<file path="src/rtl/polar_g_serial_unit.sv">
// Bit-serial polar-decoder g-function stage.
// Computes llr_out = u ? (llr_b - llr_a) : (llr_b + llr_a), one bit per cycle,
// LSB first. The result is saturated to a symmetric range of +/-(2^(W-1)-1).
//
// state  | meaning
// IDLE   | waiting for an operand set, in_ready=1
// SHIFT  | W cycles of serial add/subtract, one result bit per cycle
// DONE   | result presented with out_valid=1 until out_ready
module polar_g_serial_unit #(
    parameter int W = 8
) (
    input  logic         clk,
    input  logic         rst,
    input  logic         in_valid,
    output logic         in_ready,
    input  logic [W-1:0] llr_a,
    input  logic [W-1:0] llr_b,
    input  logic         u_bit,
    output logic         out_valid,
    input  logic         out_ready,
    output logic [W-1:0] llr_out,
    output logic         sat
);

    localparam int CW = $clog2(W);

    localparam logic [1:0] S_IDLE  = 2'd0;
    localparam logic [1:0] S_SHIFT = 2'd1;
    localparam logic [1:0] S_DONE  = 2'd2;

    localparam logic [W-1:0]  POS_MAX  = {1'b0, {(W-1){1'b1}}};
    localparam logic [W-1:0]  NEG_MAX  = {1'b1, {(W-2){1'b0}}, 1'b1};
    localparam logic [W-1:0]  MOST_NEG = {1'b1, {(W-1){1'b0}}};
    localparam logic [CW-1:0] LAST_BIT = CW'(W - 1);

    logic [1:0]    state;
    logic [W-1:0]  a_sh;
    logic [W-1:0]  b_sh;
    logic [W-1:0]  res;
    logic [CW-1:0] cnt;
    logic          carry;
    logic          borrow;
    logic          u_r;

    logic          x;
    logic          y;
    logic          sum_bit;
    logic          diff_bit;
    logic          carry_next;
    logic          borrow_next;
    logic [W-1:0]  raw;
    logic          ovf;

    assign in_ready  = (state == S_IDLE);
    assign out_valid = (state == S_DONE);

    // One-bit full adder / subtractor cell plus overflow detection on the final bit.
    // On the last SHIFT cycle the shifters hold the original sign bits in bit 0,
    // so x/y double as sign(b)/sign(a) for the saturation check.
    always_comb begin
        x           = b_sh[0];
        y           = a_sh[0];
        sum_bit     = x ^ y ^ carry;
        diff_bit    = x ^ y ^ borrow;
        carry_next  = (x & y) | ((x ^ y) & carry);
        borrow_next = (~x & y) | (~(x ^ y) & borrow);
        raw         = {(u_r ? diff_bit : sum_bit), res[W-1:1]};
        if (u_r) begin
            ovf = (y != x) && (raw[W-1] != x);
        end else begin
            ovf = (y == x) && (raw[W-1] != x);
        end
    end

    // Sequencer and datapath registers.
    always_ff @(posedge clk) begin
        if (rst) begin
            state   <= S_IDLE;
            a_sh    <= '0;
            b_sh    <= '0;
            res     <= '0;
            cnt     <= '0;
            carry   <= 1'b0;
            borrow  <= 1'b0;
            u_r     <= 1'b0;
            llr_out <= '0;
            sat     <= 1'b0;
        end else begin
            case (state)
                S_IDLE: begin
                    if (in_valid) begin
                        a_sh   <= llr_a;
                        b_sh   <= llr_b;
                        u_r    <= u_bit;
                        carry  <= 1'b0;
                        borrow <= 1'b0;
                        cnt    <= '0;
                        state  <= S_SHIFT;
                    end
                end
                S_SHIFT: begin
                    carry  <= carry_next;
                    borrow <= borrow_next;
                    res    <= raw;
                    a_sh   <= {1'b0, a_sh[W-1:1]};
                    b_sh   <= {1'b0, b_sh[W-1:1]};
                    cnt    <= cnt + 1'b1;
                    if (cnt == LAST_BIT) begin
                        if (ovf) begin
                            llr_out <= x ? NEG_MAX : POS_MAX;
                            sat     <= 1'b1;
                        end else if (raw == MOST_NEG) begin
                            llr_out <= NEG_MAX;
                            sat     <= 1'b1;
                        end else begin
                            llr_out <= raw;
                            sat     <= 1'b0;
                        end
                        state <= S_DONE;
                    end
                end
                S_DONE: begin
                    if (out_ready) begin
                        state <= S_IDLE;
                    end
                end
                default: begin
                    state <= S_IDLE;
                end
            endcase
        end
    end

endmodule

</file>
<file path="config.mk">
export PLATFORM = sky130hd
export DESIGN_NAME = polar_g_serial_unit
export DESIGN_NICKNAME = d
export VERILOG_FILES = /design/src/rtl/polar_g_serial_unit.sv
export SDC_FILE = /design/constraint.sdc
export NUM_CORES = 1
export LEC_CHECK = 0
export CAP_MARGIN = 20
export CORE_UTILIZATION = 48
export DETAILED_ROUTE_END_ITERATION = 12
export GPL_ROUTABILITY_DRIVEN = 0
export PLACE_DENSITY_LB_ADDON = 0.08
export SLEW_MARGIN = 20
export SYNTH_ARGS = -nofsm -noshare
export SYNTH_HDL_FRONTEND = slang
export SYNTH_SLANG_ARGS = --single-unit
</file>
<file path="constraint.sdc">
create_clock -name clk -period 4.5 [get_ports clk]
set_input_delay 0.675 -clock clk [delete_from_list [all_inputs] [get_ports clk]]
set_output_delay 0.675 -clock clk [all_outputs]
set_load 0.05 [all_outputs]
</file>
After elaboration in Yosys (flattened, before gate mapping)
Cells that the tools add are included.

Register bits after elaboration: 41. Bits of input ports: 21.

Add/subtract/negate cells: 1. Equal/unequal tests: 10. Multiplexer cells: 20. Bitwise operators: 11. Reductions and logical operators: 8.

Operators with widths (number): two-way mux 8 bit (5); case mux 8 bit (2 select lines) (2); == test 8 bit (second input constant) (1); two-way mux 2 bit (3); case mux 2 bit (3 select lines) (1); case mux 3 bit (2 select lines) (1); AND reduction 2 bit (3); two-way mux 1 bit (5); bitwise AND 1 bit (4); != test 2 bit (second input constant) (2); case mux 1 bit (2 select lines) (2); adder 3 x 1 -> 3 bit (second input constant) (1); == test 3 bit (second input constant) (1); two-way mux 3 bit (1); AND reduction 3 bit (1); bitwise XOR 1 bit (3); == test 2 x 1 -> 1 bit (second input constant) (1); == test 2 bit (second input constant) (1); logical AND 1 bit (2); zero test 2 bit (1); != test 1 bit (2); != test 2 x 1 -> 1 bit (second input constant) (1); NOT 1 bit (2); bitwise OR 1 bit (2); 2 further kinds (2).

Logic depth before layout (Yosys ltp)
Gate-level depths: netlist (run 1).

Word-level depth: 7. Gate-level depth with buffers: 7.

Worst setup path after synthesis (run 1)
No wires, ideal clock.

Path kind: register to register. Start: reg state[0]. End: reg a_sh[6]. Library setup time: 0.142 ns. Data arrival time: 1.726 ns. Data required time: 4.358 ns. Slack: 2.632 ns. Cell stages (with the launch flop): 6. Path buffers: 1. Period minus slack after synthesis: 1.868 ns. Path through: dfxtp_1 -> nor2_1 -> nand2_1 -> buf_2 -> nand2_1 -> a311oi_1.

Longest elaborated chain between the ends: 3. Elaborated cells between the ends (all ways): 6.

RTL lines: start, declared (line 36) `logic [1:0] state;`; start signal, assigned (line 78) `state <= S_IDLE;`; start signal, assigned (line 98) `state <= S_SHIFT;`; start signal, assigned (line 119) `state <= S_DONE;`; zero test 2 bit (*); named net in_ready (line 15) `output logic in_ready,`; != test 2 bit (no source line) / nonzero test 2 bit (equally long branches); AND reduction 2 bit (no source line); end signal, assigned (line 92) `a_sh <= llr_a;`; end signal, assigned (line 105) `a_sh <= {1'b0, a_sh[W-1:1]};`; end, declared (line 37) `logic [W-1:0] a_sh;`.

The timed path passes the listed nets; every way through them passes the cells marked *. A chain may end at the register's enable or synchronous reset.

Final worst setup path (run 1)
Start: reg state[1]. End: out out_valid.

Longest elaborated chain between the ends: 1.

RTL lines: == test 2 bit (line 55) `assign out_valid = (state == S_DONE);`; end, declared (line 19) `output logic out_valid,`.

No other way between the ends.

==> flow_metrics.tcl, run 1 <==
set metrics [dict create \
    rsz0062_at_grt "false" \
    cp_top_family "buffers and inverters" \
    vias 1524 \
    grt-ovfl-total 0 \
    crit_chain "nor2b_1 -> clkdlybuf4s50_1" \
    status "complete, no violations" \
    slowest_stage "clkdlybuf4s50_1" \
    finalPower_w 0.000741 \
    syn_inst 216 \
    ys_seq_area_share_pct 45.5 \
    cts_buffers 5 \
    ys_types 31 \
    crit_required_ns 3.83 \
    cts_hold_buf 0 \
    dpl.cell_count 279 \
    crit_buf_inv 1 \
    start_util_pct 51.6 \
    drtIter0Drc 58 \
    power.density_nw_per_um2 343 \
    nNetsFinal 265 \
    placement.io_buffers 31 \
    area_growth_pct 22.4 \
    rows 21 \
    htreeDepth 2 \
    wl_um 3500 \
    worst_ep_arrival_time_ns 1.86 \
    antenna_left 0 \
    max_freq_ghz 0.394 \
    die_width_um 62.6 \
    viasPerCell 5.31 \
    dp_hpwl_um 2410 \
    syn_nets 241 \
    yosysWarnings 0 \
    syn_avg_cell_area_um2 8.16 \
    ys_ff_latch 40 \
    wl_per_cell_um 12.2 \
    clk_pin_slew_ns 0.12 \
    end_kind "primary output" \
    fillers 303 \
    antenna_found_initial 0 \
    crit_fanout 5 \
    cts_sinks 40 \
    tns_ns 0 \
    max_slew_margin_pct 47.9 \
    fin_crit_sh_pct 56.3 \
    grt_pass1_vias 1425 \
    ir_drop_uv 189 \
    grt_max_degree 41 \
    setup_viol 0 \
    cts_setup_buffers 0 \
    startpoint_type "register" \
    multi_input_area_um2 882 \
    fp.dieH_um 62.6 \
    fin_area_um2 2160 \
    dpl_cell_area_um2 2070 \
    drive_gt1_share_pct 7.47 \
    setup.worst_path.class "reg2out" \
    final_hold_viol_count 0 \
    clk_path_buf_depth 2 \
    regArea_um2 801 \
    drc 0 \
    cts_resized 0 \
    cts_tree "done" \
    insertion_delay_ns 0.35 \
    core_um2 3420 \
    min_path_type "reg2reg" \
    cap_violations 0 \
    first_pass_iters 5 \
    grt_pass1_wl_um 6420 \
    stdcell_count 287 \
    dieArea_um2 3920 \
    worstMarginPinSlew_ns 0.780 \
    critical_path.max_stage_delay_ns 0.83 \
    p_leak_nw 0.798 \
    diodes 0 \
    fin_skew_ns 0.00426 \
    grt_usage_pct 20.5 \
    ios 32 \
    syn_area_um2 1760 \
    slew_violations 0 \
    min_period_ns 2.54 \
    final_core_util_pct 63.2 \
    clockRootBuffer "clkbuf_4" \
]
-- stage by stage --
step	worst slack [ns]	hold slack [ns]
after floorplan	2.63	0.448
after global placement	1.93	0.442
after detailed placement	1.82	0.447
after CTS	1.98	0.478
after global routing	1.82	0.491
final	1.96	0.473
-- path summary, 6_finish.rpt --
kind	startpoint	to	slack, ns	cells after the start
worst min-delay path	llr_out[6]	llr_out[6]	0.47	1
worst max-delay path	state[1]	out_valid	1.96	2
worst max register to register	b_sh[0]	llr_out[0]	2.43	6
worst min register to register	llr_out[6]	llr_out[6]	0.47	1
-- synth_stat cells --
cell type / n / area share (%)
a311oi_1: 14 / 7.0
and2_1: 2 / 0.71
nand2_1: 48 / 10
o2bb2ai_1: 6 / 3.0
nand2b_1: 2 / 0.71
mux2i_1: 2 / 1.1
mux4_2: 1 / 1.3
a22oi_1: 1 / 0.43
nor2_2: 1 / 0.36
a211oi_1: 2 / 0.85
ha_1: 4 / 2.8
o21ai_0: 2 / 0.57
nor4_1: 1 / 0.36
o211ai_2: 1 / 0.71
a31oi_1: 1 / 0.36
nor2b_4: 1 / 0.78
nor3b_2: 1 / 0.71
buf_6: 1 / 0.64
xor2_1: 2 / 0.99
nor3_2: 1 / 0.57
nor2_1: 35 / 7.5
buf_2: 4 / 1.1
clkbuf_1: 10 / 2.1
dfxtp_1: 40 / 45
nor3_1: 4 / 1.1
inv_1: 3 / 0.64
nor2b_1: 3 / 1.1
and2_2: 1 / 0.43
buf_4: 1 / 0.43
a21oi_1: 16 / 4.5
nand3_1: 5 / 1.4
-- power breakdown --
part | switching, W | internal (W)
Combinational | 0.0000650 | 0.0000507
Sequential | 0.0000130 | 0.000372
Clock | 0.000125 | 0.000116
-- cell usage in the layout, fill, tap and decap left out, types with 3 or more instances in the layout --
cell type and instances:
nor3_1 4, nor2_1 35, inv_1 3, nand3_1 5
nand2_1 48, clkdlybuf4s50_1 31, a21oi_1 16, a311oi_1 14
dfxtp_1 40, ha_1 4, o2bb2ai_1 6, clkbuf_4 5
-- cells by family (layout without fill, tap and decap cells) --
group / count (synthesis) / count (layout) / synth area share, %
compound gates: 43 / 43 / 17.4
xor+xnor: 2 / 2 / 0.994
fa+ha+maj: 4 / 4 / 2.84
flops: 40 / 40 / 45.5
simple gates: 105 / 105 / 25.9
mux: 3 / 3 / 2.41
buf+inv: 19 / 44 / 4.97
-- state kept, by name (all words and copies together) (netlist names) --
signal and cells:
b_sh 8, sat 1, state 2, u_r 1, carry 1, res 7
llr_out 8, a_sh 8, borrow 1, cnt 3
-- per-layer routing --
layer | up-vias | track usage [%] | routed length [um]
li1 | 786 | - | -
met1 | 692 | 23.8 | 1590
met2 | 38 | 35.9 | 1690
met3 | 8 | 6.75 | 158
met4 | 0 | 5.81 | 56
met5 | - | 0 | 0
-- final cells by class --
class | count | share of cell area (%)
clock buffers | 5 | 1.74
repair buffers | 33 | 15.1
multi-input cells | 157 | 40.9
well taps | 46 | 2.67
flip-flops and latches | 40 | 37.1
clock inverters | 3 | 1.97
inverters | 3 | 0.522
No activity file was read; power rests on OpenSTA's default activity.
==> run 2: changes to the inputs <==
==> constraint.sdc (replaced) <==
create_clock -name clk -period 2.6 [get_ports clk]
set_input_delay 0.39 -clock clk [delete_from_list [all_inputs] [get_ports clk]]
set_output_delay 0.39 -clock clk [all_outputs]
set_load 0.05 [all_outputs]
==> run 2 against run 1 <==
Against the previous run:
- via count up 1.2%
- global-route usage down 1.0 points
- sequential share of layout area down 0.28 points
- largest cell class unchanged
- register-to-register slack worse by 1.9 ns
- flip-flop and latch count did not move
- clock skew rose by 0.013 ns
- core utilization rose by 0.48 points
- largest power group unchanged
- die area unchanged
- sequential power is 73% higher
- critical endpoint unchanged
==> flow_metrics.tcl, run 2 (synthesized netlist as in run 1, its figures left out) <==
set metrics [dict create \
    status "complete, no violations" \
    min_path_type "reg2reg" \
    fin_skew_ns 0.0171 \
    crit_required_ns 2.21 \
    dpl.cell_count 281 \
    cp_top_family "buffers and inverters" \
    ir_drop_uv 479 \
    p_leak_nw 0.814 \
    min_period_ns 2.16 \
    grt-ovfl-total 0 \
    htreeDepth 2 \
    drtIter0Drc 64 \
    setup_slack_ns 0.440 \
    grt_usage_pct 19.5 \
    stdcell_count 289 \
    insertion_delay_ns 0.35 \
    area_growth_pct 23.4 \
    power.density_nw_per_um2 599 \
    rsz0062_at_grt "false" \
    end_kind "primary output" \
    critical_path.max_stage_delay_ns 0.83 \
    max_freq_ghz 0.463 \
    antenna_found_initial 0 \
    top_regs "a_sh x8, b_sh x8, llr_out x8" \
    drc 0 \
    wl_per_cell_um 12.2 \
    crit_fanout 5 \
    viasPerCell 5.34 \
    ios 32 \
    fin_crit_sh_pct 83.1 \
    startpoint_type "register" \
    worstMarginPinSlew_ns 0.608 \
    grt_pass1_wl_um 6020 \
    wl_um 3520 \
    post-place-ws_ns 0.591 \
    start_util_pct 51.6 \
    antenna_left 0 \
    cts_buffers 5 \
    diodes 0 \
    cts_tree "done" \
    crit_chain "nor2b_1 -> clkdlybuf4s50_1" \
    max_slew_margin_pct 59.4 \
    die_width_um 62.6 \
    final_core_util_pct 63.6 \
    worst_ep_arrival_time_ns 1.77 \
    clk_path_buf_depth 2 \
    layout_common_cells "48 x nand2_1, 40 x dfxtp_1, 35 x nor2_1, 31 x clkdlybuf4s50_1, 16 x a21oi_1" \
    grt_pass1_vias 1433 \
    setup_viol 0 \
    layout_commonest_cell "nand2_1" \
    placement.io_buffers 31 \
    cts_sinks 40 \
    vias 1543 \
    clockRootBuffer "clkbuf_4" \
    tns_ns 0 \
    rows 21 \
    cts_resized 0 \
    fp.dieH_um 62.6 \
    clk_pin_slew_ns 0.10 \
    slew_violations 0 \
    first_pass_iters 6 \
    grt_max_degree 41 \
    slowest_stage "clkdlybuf4s50_1" \
    cap_violations 0 \
    dieArea_um2 3920 \
    drive_gt1_share_pct 7.82 \
    final_hold_viol_count 0 \
    cts_setup_buffers 0 \
    crit_buf_inv 1 \
    dp_hpwl_um 2450 \
    cts_hold_buf 0 \
    nNetsFinal 267 \
    core_um2 3420 \
    setup.worst_path.class "reg2out" \
]
-- run 2: area by class of cell --
| class | count | area (um^2) |
|---|---|---|
| clock buffer | 6 | 51.3 |
| clock inverter | 2 | 38.8 |
| fill | 313 | 1240 |
| inverter | 3 | 11.3 |
| multi-input combinational | 157 | 873 |
| sequential | 40 | 801 |
| tap | 46 | 57.6 |
| timing repair buffer | 35 | 340 |
-- run 2: path summary, 6_finish.rpt --
path,from,to,slack [ns],depth (start not counted)
setup / recovery,state[1],out_valid,0.44,2
hold / removal,llr_out[6],llr_out[6],0.47,1
setup reg to reg,b_sh[0],llr_out[0],0.55,6
hold reg to reg,llr_out[6],llr_out[6],0.47,1
-- run 2: metal layers --
| layer | part of all wire [%] | up-vias | global-route usage [%] |
|---|---|---|---|
| met5 | 0 | - | 0 |
| met4 | 1.9 | 0 | 9.88 |
| met3 | 3.7 | 8 | 5.66 |
| met2 | 48 | 35 | 33.6 |
| li1 | - | 796 | - |
| met1 | 47 | 704 | 21.7 |
-- run 2: report_power, final --
group          internal (W)  switching (W)
sequential         0.000644      0.0000223
clock              0.000230       0.000203
combinational     0.0000894       0.000114
total              0.000963       0.000339
-- run 2: metrics by stage --
step | hold WS [ns] | power (W) | cell area (um^2)
floorplan | 0.448 | 0.000821 | 1760
global placement | 0.446 | 0.000872 | 2080
detailed placement | 0.449 | 0.000881 | 2080
CTS | 0.477 | 0.00132 | 2170
global route | 0.485 | 0.00137 | 2170
finish | 0.471 | 0.00130 | 2170
==> run 3: changes to the inputs <==
--- a/config.mk
+++ b/config.mk
@@ -6,7 +6,7 @@
 export NUM_CORES = 1
 export LEC_CHECK = 0
 export CAP_MARGIN = 20
-export CORE_UTILIZATION = 48
+export CORE_UTILIZATION = 46
 export DETAILED_ROUTE_END_ITERATION = 12
 export GPL_ROUTABILITY_DRIVEN = 0
 export PLACE_DENSITY_LB_ADDON = 0.08
==> constraint.sdc (replaced) <==
create_clock -name clk -period 1.8 [get_ports clk]
set_input_delay 0.27 -clock clk [delete_from_list [all_inputs] [get_ports clk]]
set_output_delay 0.27 -clock clk [all_outputs]
set_load 0.05 [all_outputs]
==> run 3 against run 2 <==
Against the previous run:
- via count is 3.0% higher
- worst hold slack worse by 0.0029 ns
- final cell count is 2.1% higher
- flip-flop and latch count stayed put
- critical path type unchanged
- critical endpoint is now sat
==> flow_metrics.tcl, run 3 (synthesized netlist as in run 1, its figures left out) <==
set metrics [dict create \
    wl_um 3940 \
    start_util_pct 48.1 \
    drtIter0Drc 72 \
    cts_buffers 5 \
    cts_hold_buf 0 \
    rsz0062_at_grt "false" \
    placement.io_buffers 31 \
    die_width_um 63.9 \
    crit_chain "clkdlybuf4s50_1" \
    layout_commonest_cell "nand2_1" \
    cap_violations 0 \
    dp_hpwl_um 2830 \
    p_comb_share_pct 17.5 \
    cp_top_family "buffers and inverters" \
    p_int_w 0.00134 \
    tns_ns 0 \
    status "complete, no violations" \
    p_sw_w 0.000491 \
    switching_share_pct 26.7 \
    crit_fanout 2 \
    nNetsFinal 272 \
    final_hold_viol_count 0 \
    final_core_util_pct 60.8 \
    htreeDepth 2 \
    cts_tree "done" \
    vias 1590 \
    startpoint_type "register" \
    grt_usage_pct 21.3 \
    min_path_type "reg2reg" \
    min_period_ns 1.70 \
    worst_ep_arrival_time_ns 1.43 \
    grt_max_degree 25 \
    core_um2 3660 \
    crit_required_ns 1.53 \
    wl_per_cell_um 13.4 \
    grt_pass1_wl_um 6670 \
    ios 32 \
    fin_skew_ns 0.00810 \
    power_frac_seq_pct 52.5 \
    layout_common_cells "48 x nand2_1, 38 x dfxtp_1, 34 x nor2_1, 24 x clkdlybuf4s50_1, 16 x a21oi_1" \
    drive_gt1_share_pct 13.8 \
    diodes 0 \
    viasPerCell 5.39 \
    critical_path.max_stage_delay_ns 0.81 \
    cts_sinks 40 \
    max_slew_margin_pct 65.9 \
    top_regs "a_sh x8, b_sh x8, llr_out x8" \
    fin_crit_sh_pct 94.7 \
    clk_path_buf_depth 2 \
    clockRootBuffer "clkbuf_8" \
    fin_area_um2 2230 \
    fillers 326 \
    drc 0 \
    slowest_stage "clkdlybuf4s50_1" \
    stdcell_count 295 \
    crit_buf_inv 1 \
    area_growth_pct 26.3 \
    slew_violations 0 \
    p_leak_nw 0.853 \
    dpl_cell_area_um2 2150 \
    antenna_found_initial 0 \
    fp.dieH_um 63.9 \
    rows 22 \
    antenna_left 0 \
    ir_drop_uv 575 \
    max_freq_ghz 0.587 \
    setup_viol 0 \
    setup.worst_path.class "reg2out" \
    insertion_delay_ns 0.29 \
    finalPower_w 0.00184 \
    p_clk_share_pct 30.0 \
    worstMarginPinSlew_ns 0.511 \
    power.density_nw_per_um2 825 \
    dpl.cell_count 288 \
    end_kind "primary output" \
    dieArea_um2 4080 \
    grt_pass1_vias 1432 \
    grt-ovfl-total 0 \
    first_pass_iters 4 \
    clk_pin_slew_ns 0.08 \
]
run 3: changes by cell type in the layout (fill, tap and decap cells not counted), moves of 2 or more:
cell	before	now
dfxtp_1	40	38
clkbuf_8	1	5
clkbuf_4	5	0
buf_4	4	14
dfxtp_2	0	2
clkdlybuf4s50_1	31	24
buf_12	0	2
run 3: what timing repair did:
| action | CTS | global route |
|---|---|---|
| endpoints found under the setup margin | 0 | 3 |
| setup buffers | 0 | 0 |
| gates resized for setup | 0 | 1 |
run 3: per-stage QoR:
stage / worst slack (ns) / hold slack (ns)
finish: 0.0955 / 0.468
global placement: 0.0930 / 0.444
global route: 0.0164 / 0.488
detailed placement: 0.0373 / 0.454
CTS: 0.0254 / 0.470
floorplan: 0.0288 / 0.406
run 3: final timing paths:
kind,startpoint,end,slack (ns),cells after the start
worst min-delay path,llr_out[1],llr_out[1],0.47,1
worst max register to register,b_sh[0],llr_out[0],0.11,6
worst min register to register,llr_out[1],llr_out[1],0.47,1
worst max-delay path,sat,sat,0.1,1
run 3: layout make-up:
| type | count | area [um^2] | area share [%] |
|---|---|---|---|
| Inverter | 3 | 11.3 | 0.506 |
| Timing Repair Buffer | 40 | 385 | 17.3 |
| Tap cell | 48 | 60.1 | 2.70 |
| Clock inverter | 1 | 5.00 | 0.225 |
| Clock buffer | 6 | 72.6 | 3.26 |
| Sequential cell | 40 | 803 | 36.1 |
| Multi-Input combinational cell | 157 | 888 | 39.9 |
run 3: per-layer routing:
metal / track usage [%] / up-vias / routed length (um)
li1: - / 797 / -
met1: 29.9 / 746 / 1900
met2: 30.9 / 42 / 1790
met3: 5.89 / 5 / 186
met4: 7.67 / 0 / 59
met5: 0 / - / 0
run 3: power groups by stage:
stage | clock network, W | logic [W] | registers [W]
2_1_floorplan | 0 | 0.000219 | 0.000973
3_3_place_gp | 0 | 0.000312 | 0.000981
3_5_place_dp | 0 | 0.000322 | 0.000982
4_1_cts | 0.000572 | 0.000323 | 0.000963
5_1_grt | 0.000614 | 0.000360 | 0.000968
6_report | 0.000550 | 0.000322 | 0.000964
